$ cat config.mk
export PLATFORM = sky130hd
export DESIGN_NAME = multicycle_control
export DESIGN_NICKNAME = d
export VERILOG_FILES = /design/src/rtl/multicycle_control_pkg.sv /design/src/rtl/multicycle_control.sv
export SDC_FILE = /design/constraint.sdc
export NUM_CORES = 1
export LEC_CHECK = 0
export BUFFER_PORTS_ARGS = -buffer_cell sky130_fd_sc_hd__buf_4
export CORE_MARGIN = 5
export CORE_UTILIZATION = 48
export CTS_BUF_LIST = sky130_fd_sc_hd__clkbuf_16
export CTS_CLUSTER_DIAMETER = 200
export DETAILED_ROUTE_END_ITERATION = 6
export GPL_ROUTABILITY_DRIVEN = 0
export GPL_TIMING_DRIVEN = 0
export PLACE_DENSITY = 0.92
export SYNTH_ARGS = -nofsm -noshare
export SYNTH_HDL_FRONTEND = slang
export SYNTH_SLANG_ARGS = --single-unit
$ cat constraint.sdc
create_clock -name clk -period 3.6 [get_ports clk]
set_input_delay 0.36 -clock clk [delete_from_list [all_inputs] [get_ports clk]]
set_output_delay 0.36 -clock clk [all_outputs]
set_load 0.01 [all_outputs]
$ cat src/rtl/multicycle_control_pkg.sv
// Shared encodings for the multicycle MIPS control path: opcodes, FSM states,
// ALU operation codes and datapath select codes.
package multicycle_control_pkg;

    localparam logic [5:0] OP_RTYPE = 6'h00;
    localparam logic [5:0] OP_LW    = 6'h23;
    localparam logic [5:0] OP_SW    = 6'h2B;
    localparam logic [5:0] OP_BEQ   = 6'h04;
    localparam logic [5:0] OP_BNE   = 6'h05;
    localparam logic [5:0] OP_ADDI  = 6'h08;
    localparam logic [5:0] OP_J     = 6'h02;

    typedef enum logic [3:0] {
        S_FETCH   = 4'd0,
        S_DECODE  = 4'd1,
        S_MEMADR  = 4'd2,
        S_MEMRD   = 4'd3,
        S_MEMWB   = 4'd4,
        S_MEMWR   = 4'd5,
        S_EXECUTE = 4'd6,
        S_ALUWB   = 4'd7,
        S_BRANCH  = 4'd8,
        S_ADDIEX  = 4'd9,
        S_ADDIWB  = 4'd10,
        S_JUMP    = 4'd11
    } state_t;

    localparam logic [1:0] ALUOP_ADD   = 2'b00;
    localparam logic [1:0] ALUOP_SUB   = 2'b01;
    localparam logic [1:0] ALUOP_RTYPE = 2'b10;

    localparam logic [1:0] SRCB_B     = 2'b00;
    localparam logic [1:0] SRCB_FOUR  = 2'b01;
    localparam logic [1:0] SRCB_IMM   = 2'b10;
    localparam logic [1:0] SRCB_IMMSH = 2'b11;

    localparam logic [1:0] PCSRC_ALU    = 2'b00;
    localparam logic [1:0] PCSRC_ALUOUT = 2'b01;
    localparam logic [1:0] PCSRC_JUMP   = 2'b10;

    typedef struct packed {
        logic       pcWrite;
        logic       branch;
        logic       branchNe;
        logic       iorD;
        logic       memWrite;
        logic       irWrite;
        logic       regDst;
        logic       memToReg;
        logic       regWrite;
        logic       aluSrcA;
        logic [1:0] aluSrcB;
        logic [1:0] aluOp;
        logic [1:0] pcSrc;
    } ctl_t;

    function automatic logic op_supported(input logic [5:0] op);
        return (op == OP_RTYPE) || (op == OP_LW) || (op == OP_SW) ||
               (op == OP_BEQ) || (op == OP_BNE) || (op == OP_ADDI) ||
               (op == OP_J);
    endfunction

endpackage

$ cat src/rtl/multicycle_control.sv
// Main control FSM for the multicycle MIPS datapath: sequences fetch, decode,
// execute, memory and writeback, and drives every datapath select and enable.
module multicycle_control
    import multicycle_control_pkg::*;
#(
    parameter bit MEM_WAIT_EN = 1'b1
) (
    input  logic       clk,
    input  logic       reset,
    input  logic [5:0] opcode,
    input  logic       memReady,
    output logic       pcWrite,
    output logic       branch,
    output logic       branchNe,
    output logic       iorD,
    output logic       memWrite,
    output logic       irWrite,
    output logic       regDst,
    output logic       memToReg,
    output logic       regWrite,
    output logic       aluSrcA,
    output logic [1:0] aluSrcB,
    output logic [1:0] aluOp,
    output logic [1:0] pcSrc,
    output logic       illegalOp,
    output logic [3:0] state
);

    state_t r_state;
    state_t w_next;
    logic   r_illegal;
    logic   r_is_bne;
    logic   w_rdy;
    ctl_t   w_ctl;

    assign w_rdy = MEM_WAIT_EN ? memReady : 1'b1;

    // The branch flavour is latched in DECODE so BRANCH never looks at the opcode.
    always_ff @(posedge clk) begin
        if (reset) begin
            r_state   <= S_FETCH;
            r_illegal <= 1'b0;
            r_is_bne  <= 1'b0;
        end else begin
            r_state <= w_next;
            if (r_state == S_DECODE) begin
                r_is_bne <= (opcode == OP_BNE);
                if (!op_supported(opcode))
                    r_illegal <= 1'b1;
            end
        end
    end

    always_comb begin
        w_next = S_FETCH;
        case (r_state)
            S_FETCH:   w_next = w_rdy ? S_DECODE : S_FETCH;
            S_DECODE: begin
                case (opcode)
                    OP_LW, OP_SW:   w_next = S_MEMADR;
                    OP_RTYPE:       w_next = S_EXECUTE;
                    OP_BEQ, OP_BNE: w_next = S_BRANCH;
                    OP_ADDI:        w_next = S_ADDIEX;
                    OP_J:           w_next = S_JUMP;
                    default:        w_next = S_FETCH;
                endcase
            end
            S_MEMADR:  w_next = (opcode == OP_SW) ? S_MEMWR : S_MEMRD;
            S_MEMRD:   w_next = w_rdy ? S_MEMWB : S_MEMRD;
            S_MEMWB:   w_next = S_FETCH;
            S_MEMWR:   w_next = w_rdy ? S_FETCH : S_MEMWR;
            S_EXECUTE: w_next = S_ALUWB;
            S_ALUWB:   w_next = S_FETCH;
            S_BRANCH:  w_next = S_FETCH;
            S_ADDIEX:  w_next = S_ADDIWB;
            S_ADDIWB:  w_next = S_FETCH;
            S_JUMP:    w_next = S_FETCH;
            default:   w_next = S_FETCH;
        endcase
    end

    always_comb begin
        w_ctl = '0;
        case (r_state)
            S_FETCH: begin
                w_ctl.aluSrcB = SRCB_FOUR;
                w_ctl.aluOp   = ALUOP_ADD;
                w_ctl.pcSrc   = PCSRC_ALU;
                w_ctl.irWrite = w_rdy;
                w_ctl.pcWrite = w_rdy;
            end
            S_DECODE: begin
                w_ctl.aluSrcB = SRCB_IMMSH;
                w_ctl.aluOp   = ALUOP_ADD;
            end
            S_MEMADR, S_ADDIEX: begin
                w_ctl.aluSrcA = 1'b1;
                w_ctl.aluSrcB = SRCB_IMM;
                w_ctl.aluOp   = ALUOP_ADD;
            end
            S_MEMRD:   w_ctl.iorD = 1'b1;
            S_MEMWB: begin
                w_ctl.memToReg = 1'b1;
                w_ctl.regWrite = 1'b1;
            end
            S_MEMWR: begin
                w_ctl.iorD     = 1'b1;
                w_ctl.memWrite = w_rdy;
            end
            S_EXECUTE: begin
                w_ctl.aluSrcA = 1'b1;
                w_ctl.aluSrcB = SRCB_B;
                w_ctl.aluOp   = ALUOP_RTYPE;
            end
            S_ALUWB: begin
                w_ctl.regDst   = 1'b1;
                w_ctl.regWrite = 1'b1;
            end
            S_BRANCH: begin
                w_ctl.aluSrcA  = 1'b1;
                w_ctl.aluSrcB  = SRCB_B;
                w_ctl.aluOp    = ALUOP_SUB;
                w_ctl.pcSrc    = PCSRC_ALUOUT;
                w_ctl.branch   = !r_is_bne;
                w_ctl.branchNe = r_is_bne;
            end
            S_ADDIWB:  w_ctl.regWrite = 1'b1;
            S_JUMP: begin
                w_ctl.pcSrc   = PCSRC_JUMP;
                w_ctl.pcWrite = 1'b1;
            end
            default: w_ctl = '0;
        endcase
    end

    // Reset kills every write strobe in the same cycle, even mid-instruction.
    assign pcWrite   = w_ctl.pcWrite  & ~reset;
    assign branch    = w_ctl.branch   & ~reset;
    assign branchNe  = w_ctl.branchNe & ~reset;
    assign memWrite  = w_ctl.memWrite & ~reset;
    assign irWrite   = w_ctl.irWrite  & ~reset;
    assign regWrite  = w_ctl.regWrite & ~reset;
    assign iorD      = w_ctl.iorD;
    assign regDst    = w_ctl.regDst;
    assign memToReg  = w_ctl.memToReg;
    assign aluSrcA   = w_ctl.aluSrcA;
    assign aluSrcB   = w_ctl.aluSrcB;
    assign aluOp     = w_ctl.aluOp;
    assign pcSrc     = w_ctl.pcSrc;
    assign illegalOp = r_illegal;
    assign state     = r_state;

endmodule

==> run_results.csv <==
group,metric,value,unit
grt,use_met3,0.0547,
critical_path,end_kind,"output pin",
run,maxCapViolations,0,
sta,fin_setup_tns,0,ps
synth,synth_ff_type,"dfxtp_1",
routing,drt_iter0_markers,35,
place,io_buffers,28,
sta,fmax,501,MHz
layout,final_common_cell,"buf_4",
grt,grt_pass1_vias,735,
floorplan,num_rows,13,
synth,synthArstFlopShare,0,
min_path,worstHoldStart,"reset",
grt,busiest_layer,"met2",
routing,drcViolationCount,0,
cts,numCtsBuffers,3,
routing,drt_wl_total,1950,um
power_and_ir_drop,p_sw_frac,0.219,
grt,grt_pass1_wl,3080,um
sta,worst_pin_slew,508,ps
synth,synth_seq_cells,6,
synth,syn_area,627,um2
cts,cts_resized,0,
power_and_ir_drop,p_total,0.302,mW
cts,cts_sinks,6,
sta,timing.hold.ws,345,ps
critical_path,crit_type,"register to output pin",
synth,avgSynthCellArea,7.21,um2
critical_path,reg2reg_depth,5,
floorplan,pin_count,30,
synth,yosysSeqAreaShare,0.192,
layout,postLayoutCoreUtil,0.734,
synth,synth_edf_count,0,
floorplan,die_x,46.1,um
critical_path,rr_endpoint,"state[1]$_SDFF_PP0_",
layout,layout-drive-gt1-share,0.322,
floorplan,coreArea,0.00127,mm2
layout,diodes,0,
critical_path,startpoint_type,"register",
critical_path,crit_required,3240,ps
power_and_ir_drop,p_comb_frac,0.168,
critical_path,crit_fanout,10,
power_and_ir_drop,clockPowerShare,0.599,
status,outcome,"finished, final reports clean",
cts,cts.hold.buffers_added,0,
critical_path,slowest_stage,"dfxtp_1",
cts,insertion_delay,230,ps
min_path,whs_endpoint,"state[0]$_SDFF_PP0_",
synth,yosysWarnings,0,
cts,root_buffer,"clkbuf_16",
sta,finalSetupViolations,0,
place,preCtsSetupSlack,1880,ps
cts,post-cts-setup-buffers,0,
power_and_ir_drop,ir_worst_vdd,0.360,mV
synth,syn_inst,87,
layout,nFillCells,101,
grt,grt.total_usage,0.201,
sta,setup_ws,1600,ps
critical_path,crit_arrival,1640,ps
routing,wl_per_cell,14.7,um
routing,via_per_inst,5.98,
sta,relSlewSlack,0.658,
min_path,hold_class,"input pin to register",
floorplan,start_util,0.494,
layout,area_delta_synth_final,48.5,%
sta,hold_viol,0,
power_and_ir_drop,seqPwrFrac,0.233,
critical_path,r2r_slack,2090,ps
power_and_ir_drop,netSwitchingPower,0.0661,mW
synth,synthesis.nets,96,
grt,grt_util_met1,0.239,
layout,layout_common_cells,"buf_4, nor2_1, nand2_1, nand2b_1, dfxtp_1",
floorplan,chipHeight,46.1,um
grt,grt-ovfl-total,0,
routing,vias,795,
cts,htree_levels,1,
power_and_ir_drop,intPower,0.236,mW
sta,finalCriticalPeriod,2000,ps
layout,nNetsFinal,129,
min_path,hold_depth,2,
place,place_hpwl,1410,um
grt,grt_use_met2,0.321,
critical_path,worstReg2RegStart,"state[0]$_SDFF_PP0_",
power_and_ir_drop,p_per_area,324,mW/mm2
critical_path,cp_cell_sequence,"clkbuf_1 -> nand2b_1 -> nand3b_1 -> a21oi_1 -> buf_4",
synth,synth_cell_types,35,
cts,cts_buffer_depth,2,
critical_path,crit_path_max_incr_delay,350,ps
grt,grt_antenna_before_repair,0,
sta,drv_slew,0,
routing,ant_nets,0,
cts,cts_tree,"built",
grt,grt_max_degree,11,
routing,firstDrtPassIters,4,
cts,cts.clk_slew.worst_paths,40,ps
sta,timing.final.crit_share,0.555,
sta,rsz0062_at_grt,"false",
sta,skew,3.73,ps
power_and_ir_drop,leakage,0.405,nW
floorplan,die_area,0.00213,mm2
## synthesized netlist by cell type (2+ instances only)
library cell / count / area, um2
a31oi_1: 4 / 25.0
o21ai_1: 3 / 15.0
nand2b_1: 6 / 37.5
and2_1: 2 / 12.5
nor3_1: 5 / 25.0
xnor2_1: 2 / 17.5
a21oi_1: 5 / 25.0
buf_6: 3 / 33.8
nand3b_1: 2 / 15.0
and3_1: 3 / 18.8
nor4b_1: 3 / 26.3
nor2_1: 10 / 37.5
inv_1: 3 / 11.3
buf_4: 2 / 15.0
nor3b_1: 3 / 22.5
dfxtp_1: 6 / 120
nand2_1: 7 / 26.3
## per-layer routing
layer / part of all wire / up-vias
met5: 0 / -
met4: 0.026 / 0
met3: 0.068 / 8
met2: 0.52 / 31
met1: 0.39 / 372
li1: - / 384
## layout make-up
class | instances | area (um2) | share of cell area
well taps | 15 | 18.8 | 0.0202
flip-flops and latches | 6 | 120 | 0.129
inverters | 3 | 11.3 | 0.0121
multi-input cells | 72 | 443 | 0.476
plain buffers | 6 | 52.6 | 0.0565
clock buffers | 3 | 75.1 | 0.0806
repair buffers | 28 | 210 | 0.226
## critical path, delay by kind of cell, from the launching register on
kind / cells / cell delay, ps
AO/OA/AOI/OAI: 1 / 190
flip-flops: 1 / 350
buffers and inverters: 2 / 480
AND/OR/NAND/NOR: 2 / 380
## sequential cells by signal, indices dropped and copies added (netlist names)
| name | flops |
|---|---|
| r_is_bne | 1 |
| state | 4 |
| illegalOp | 1 |
## stage by stage
stage                     instances  instance area (um2)
after floorplan                  87                  627
after global placement          130                  856
after detailed placement        130                  856
after CTS                       133                  931
after global routing            133                  931
final                           133                  931
## cells by family (layout without fill, tap and decap cells)
group / Yosys count / in the layout / synth area share
buffers and inverters: 9 / 40 / 0.102
muxes: 1 / 1 / 0.0160
and+or+nand+nor: 48 / 48 / 0.435
xor gates and xnor gates: 2 / 2 / 0.0279
AOI/OAI and AO/OA: 21 / 21 / 0.228
DFF: 6 / 6 / 0.192
## power by group through the flow
stage	Clock (mW)	Combinational [mW]	Sequential, mW
floorplan	0	0.0263	0.0721
global placement	0	0.0485	0.0713
detailed placement	0	0.0496	0.0714
CTS	0.183	0.0503	0.0704
global route	0.189	0.0550	0.0708
finish	0.181	0.0506	0.0704
## how the worst max path moves through the flow
stage,startpoint,end,depth (start not counted)
2_1_floorplan,state[0]$_SDFF_PP0_,pcWrite,4
3_3_place_gp,reset,pcWrite,6
3_5_place_dp,reset,pcWrite,6
4_1_cts,state[0]$_SDFF_PP0_,regWrite,5
5_1_grt,state[0]$_SDFF_PP0_,aluSrcB[1],6
6_report,state[0]$_SDFF_PP0_,regWrite,5
(Power assumes the default switching activity.)
